**src/rtl/ms_timer_scheduler.sv**
```systemverilog
// ms_timer_scheduler
// Several millisecond countdown channels share one 1 ms tick generator.
// The generator is held in reset whenever no channel is counting, so the
// first tick after a start from all-idle arrives a full period later.
module ms_timer_scheduler #(
  parameter int NUM_CH = 4,
  parameter int CNT_W  = 12
) (
  input  logic                    clk,
  input  logic                    rst,
  input  logic [NUM_CH-1:0]       start,
  input  logic [NUM_CH-1:0]       cancel,
  input  logic [NUM_CH*CNT_W-1:0] dur_ms,
  input  logic                    tick_in,
  output logic                    tick_rst_n,
  output logic [NUM_CH-1:0]       busy,
  output logic [NUM_CH-1:0]       done,
  output logic [NUM_CH*CNT_W-1:0] rem_ms,
  output logic                    all_idle
);

  // Per-channel state: busy bit is the RUN state, rem counts remaining ticks
  logic [NUM_CH-1:0] busy_reg, busy_next;
  logic [NUM_CH-1:0] done_reg, done_next;
  logic [CNT_W-1:0]  rem_reg  [NUM_CH];
  logic [CNT_W-1:0]  rem_next [NUM_CH];
  logic [CNT_W-1:0]  dur_arr  [NUM_CH];
  logic              tick_rst_n_reg;

  // Unpack the flat duration bus and pack the remaining-time bus
  genvar gi;
  generate
    for (gi = 0; gi < NUM_CH; gi++) begin : g_ch
      assign dur_arr[gi]                  = dur_ms[gi*CNT_W +: CNT_W];
      assign rem_ms[gi*CNT_W +: CNT_W]    = rem_reg[gi];
    end
  endgenerate

  // Next-state per channel; priority is start > cancel > tick
  always_comb begin
    busy_next = busy_reg;
    done_next = '0;
    for (int i = 0; i < NUM_CH; i++) begin
      rem_next[i] = rem_reg[i];
      if (start[i]) begin
        // A zero duration expires immediately without touching the tick stream
        if (dur_arr[i] != '0) begin
          busy_next[i] = 1'b1;
          rem_next[i]  = dur_arr[i];
        end else begin
          busy_next[i] = 1'b0;
          rem_next[i]  = '0;
          done_next[i] = 1'b1;
        end
      end else if (busy_reg[i] && cancel[i]) begin
        busy_next[i] = 1'b0;
        rem_next[i]  = '0;
      end else if (busy_reg[i] && tick_in) begin
        if (rem_reg[i] == CNT_W'(1)) begin
          busy_next[i] = 1'b0;
          rem_next[i]  = '0;
          done_next[i] = 1'b1;
        end else begin
          rem_next[i] = rem_reg[i] - CNT_W'(1);
        end
      end
    end
  end

  // State registers; the generator enable tracks next-cycle busy so it moves with busy
  always_ff @(posedge clk) begin
    if (!rst) begin
      busy_reg       <= '0;
      done_reg       <= '0;
      tick_rst_n_reg <= 1'b0;
      for (int i = 0; i < NUM_CH; i++) begin
        rem_reg[i] <= '0;
      end
    end else begin
      busy_reg       <= busy_next;
      done_reg       <= done_next;
      tick_rst_n_reg <= |busy_next;
      for (int i = 0; i < NUM_CH; i++) begin
        rem_reg[i] <= rem_next[i];
      end
    end
  end

  assign busy       = busy_reg;
  assign done       = done_reg;
  assign tick_rst_n = tick_rst_n_reg;
  assign all_idle   = ~|busy_reg;

endmodule

```
**config.mk**
```make
export PLATFORM = sky130hd
export DESIGN_NAME = ms_timer_scheduler
export DESIGN_NICKNAME = d
export VERILOG_FILES = /design/src/rtl/ms_timer_scheduler.sv
export SDC_FILE = /design/constraint.sdc
export NUM_CORES = 1
export LEC_CHECK = 0
export ABC_AREA = 0
export CORE_ASPECT_RATIO = 2
export CORE_MARGIN = 4
export CORE_UTILIZATION = 42
export DETAILED_ROUTE_END_ITERATION = 10
export PLACE_DENSITY = 0.73
export SLEW_MARGIN = 20
export SYNTH_ARGS = -nofsm -noshare
export SYNTH_HDL_FRONTEND = slang
export SYNTH_SLANG_ARGS = --single-unit
```
**constraint.sdc**
```tcl
create_clock -name clk -period 1.7 [get_ports clk]
set_input_delay 0.34 -clock clk [delete_from_list [all_inputs] [get_ports clk]]
set_output_delay 0.34 -clock clk [all_outputs]
set_load 0.005 [all_outputs]
```
# Yosys cells after proc, flatten, opt, wreduce, memory -nomap -nowiden
# Memory sizes are Yosys's and may differ from the RTL's.
# Cells that the tools add are included.
dict set report totals {
  n_memories 1
  inputBits 59
  output_inout_bits 58
  mem_bits_rw 48
  ff_bits 9
  elab_cells 97
}
dict set report op_classes {
  muxes 66
  n_addsub 4
  n_reduce_logical 15
  n_eq_ne 4
  bitwise_logic 4
}
# name words width read_ports rd_clocked_by_memory_dff write_ports line
set mem_list {}
lappend mem_list {rem_reg 4 12 4 0 4 25} ;# logic [CNT_W-1:0] rem_reg [NUM_CH];
# op n
set ops {}
lappend ops {{two-way mux 12 bit} 24}
lappend ops {{== test 12 x 1 -> 1 bit (second input constant)} 4}
lappend ops {{nonzero test 12 bit} 4}
lappend ops {{subtractor 12 x 1 -> 12 bit (second input constant)} 4}
lappend ops {{two-way mux 1 bit} 42}
lappend ops {{logical AND 1 bit} 8}
lappend ops {{OR reduction 4 bit} 2}
lappend ops {{OR 1 bit} 4}
lappend ops {{logical NOT 1 bit} 1}

# Longest topological paths before layout
dict set report depth {
  ltp_word 6
  depth_mapped 8
  mapped_depth_nobuf 6
}

# Least setup slack after synthesis
# No wires, ideal clock.
dict set report synth_timing {
  kind {register -> register}
  from {memory rem_reg[0][1]}
  to {memory rem_reg[0][11]}
  synth_period_minus_slack_ns 1.774
  arrival_time_ns 1.699
  stages_incl_launch_ff 8
  setup_ns 0.074
  required_time_ns 1.626
  setup_slack_ns -0.074
  path_buffers 1
  path_cell_list {dfxtp_1 > inv_1 > ha_1 > nor2b_1 > a41oi_2 > buf_4 > or4b_1 > a31oi_1}
}
# item line
set synth_rtl {}
lappend synth_rtl {{start: declaration} 25}

==> impl_results.md <==
* Mapped cell area at 3580 sq um
* Maximum vdd drop at 0.614 mV
* Lkg Pwr at 2.47 nW
* Worst skew pair latency at 0.33 ns
* Initial antenna violation count at 0
* Avg Cell Area, Syn at 7.95 sq um
* Initial Util at 43.1%
* Min Tclk post-route at 1.68 ns
* Maximum clock path buffer count at 2
* Pwr/cell area at 858 nW/um^2
* Fin. max-slew vios at 0
* CTS Hold Bufs at 0
* Vias at 4852
* Crit path DAT at 1.34 ns
* CTS Buf Count at 9
* Setup WS pre-CTS at -0.355 ns
* Crit path required time at 1.36 ns
* Met3 wire length at 804 microns
* Register bit total from synthesis at 57
* Commonest cells after routing, fill and taps aside: 124 x buf_4, 113 x clkdlybuf4s50_1, 38 x nand2_1, 35 x dfxtp_1, 30 x a21oi_1
* Mapped Cells at 450
* RSZ-0062 raised after global routing: yes
* Iter 0 DRT Violations at 493
* M1 WL at 5430 microns
* Design Area, Final at 6310 sq um
* Post-detailed-route via-to-cell ratio at 6.19
* Status: finished clean
* I/O pin count at 117
* GRT Total Usage at 28.5%
* Pre-antenna DRT Iters at 6
* Die extent in x at 73.3 microns
* Drt drc at 0
* EDFF count, synth at 0
* Register area share after synthesis at 31.9%
* Clock-pin slew of the registers on the worst-case setup and hold paths at 0.05 ns
* Final-layout fill cell count at 626
* Antenna diode count at 0
* DP Area at 5770 sq um
* Hold WS at 0.512 ns
* Clk sinks at 57
* Share of cells above drive strength 1 at 29.9%
* CTS tree: yes
* Actual slew at the worst max-slew pin at 0.518 ns
* Crit path kind: reg2out
* First-pass GRT wire length at 23500 microns
* Setup Skew at 0.00264 ns
* YS warnings at 0
* Reported max-cap violation count at 0
* Commonest non-fill, non-tap cell in the layout: buf_4
* Routed WL per cell at 18.6 microns
* Fin nets at 749
* CORE AREA at 8290 sq um
* GRT Residual Overflow at 0
* Max FFs per register at 48
* DR WL met2 at 7880 microns
* Main flop type after synthesis: dfxtp_1
* Worst slew margin at 65.1%
* Rows at 47
* Final worst-path cycle share at 99.0%
* Final WL at 14600 microns
* Area growth syn-to-layout at 76.4%
* CP Capture Type: output pin
* Die height at 139 microns
* Input/output buffers at 116
* Post-synth ARST share at 0%
* Setup-failing EPs final at 0
* Crit-path max FO at 6
* Post-Syn Nets at 517
* Antenna Nets Post-Route at 0
* Largest net degree at the start of global routing at 30
* CTS H-tree depth at 3
* Detailed placer's ending HPWL at 10600 microns
* Final Hold Viols at 0
* F_max at 594 MHz
* Max Used Layer: met4
* CP Launch Type: flip-flop
* Clock root buffer master: clkbuf_16
* Setup WS post-layout at 0.0162 ns
* GP Congestion at 0.918
* Die Area at 10100 sq um
* Hold crit path type: reg2reg
* Vias in the first global route at 4982
* Post-synth cell types at 51
[final cells by class]
class | count | area, sq um | area share (%)
repair buffers | 249 | 2210 | 35.1
inverters | 13 | 53.8 | 0.853
clock inverters | 2 | 35.0 | 0.555
flip-flops and latches | 57 | 1180 | 18.6
well taps | 98 | 123 | 1.94
multi-input cells | 352 | 2430 | 38.5
clock buffers | 13 | 280 | 4.44
[cell families after synthesis]
group                      share of synthesized area [%]
buffers and inverters                               4.69
xor gates and xnor gates                           0.245
and+or+nand+nor                                     30.2
adders and majority gates                           2.80
DFF                                                 31.9
AOI/OAI and AO/OA                                   30.2
[repair_timing]
item,4_1_cts,5_1_grt
setup endpoints to repair,16,46
pin swaps,1,8
gates resized for setup,17,52
setup buffers,1,0
[path summary, 6_finish.rpt]
path,start,to,slack (ns),depth (start not counted)
setup / recovery,rem_reg[1][6],rem_ms[18],0.02,2
hold / removal,rem_reg[3][10],rem_reg[3][10],0.51,2
setup reg to reg,rem_reg[1][1],rem_reg[1][7],0.04,4
hold reg to reg,rem_reg[3][10],rem_reg[3][10],0.51,2
[metrics by stage]
stage	std cells	power, mW	setup TNS (ns)	utilization (%)
after floorplan	450	2.36	-0.0163	-
after global placement	769	3.32	-9.37	69.6
after detailed placement	769	3.36	-11.65	69.6
after CTS	785	5.30	-0.0117	73.9
after global routing	784	5.63	-0.283	76.1
final	784	5.41	0	76.1
[cells in the mapped netlist (4+ instances only)]
cell | instances | share of area, %
dfxtp_1 | 57 | 32
nand2_1 | 39 | 4.1
a21oi_1 | 31 | 4.3
nor2_1 | 27 | 2.8
nor4_1 | 24 | 4.2
a22oi_1 | 20 | 4.2
clkbuf_1 | 19 | 2.0
o22ai_1 | 19 | 3.3
a31oi_1 | 16 | 2.8
a32oi_1 | 14 | 3.4
inv_1 | 13 | 1.4
nand3b_1 | 13 | 2.7
nand4_1 | 13 | 2.3
a211oi_1 | 11 | 2.3
nand3_1 | 11 | 1.5
nor3_1 | 10 | 1.4
o21ai_0 | 9 | 1.3
buf_2 | 8 | 1.1
ha_1 | 8 | 2.8
nand4b_1 | 8 | 2.0
nand2b_1 | 6 | 1.0
a21o_1 | 5 | 1.0
a221oi_1 | 5 | 1.2
o211ai_1 | 5 | 1.0
a41oi_1 | 4 | 0.98
and2_1 | 4 | 0.70
and3_1 | 4 | 0.70
nor2b_1 | 4 | 0.70
nor3b_1 | 4 | 0.84
o2111ai_1 | 4 | 0.98
o21a_1 | 4 | 0.84
[metal layers]
metal  global-route usage [%]  up-vias
li1                         -     2254
met1                     31.0     2287
met2                     51.6      254
met3                     4.14       57
met4                     13.5        0
met5                        0        -
[worst max-delay path: stages (launching register included)]
cell             delay (ns)
dfxtp_2                0.35
buf_4                  0.16
clkdlybuf4s50_1        0.51
[power breakdown]
group          internal [mW]  leakage [nW]  switching (mW)
sequential              1.46         0.479           0.126
clock                   1.28         0.158           0.622
combinational           1.03          1.83           0.888
total                   3.78          2.47            1.64
No activity file was read; power rests on OpenSTA's default activity.
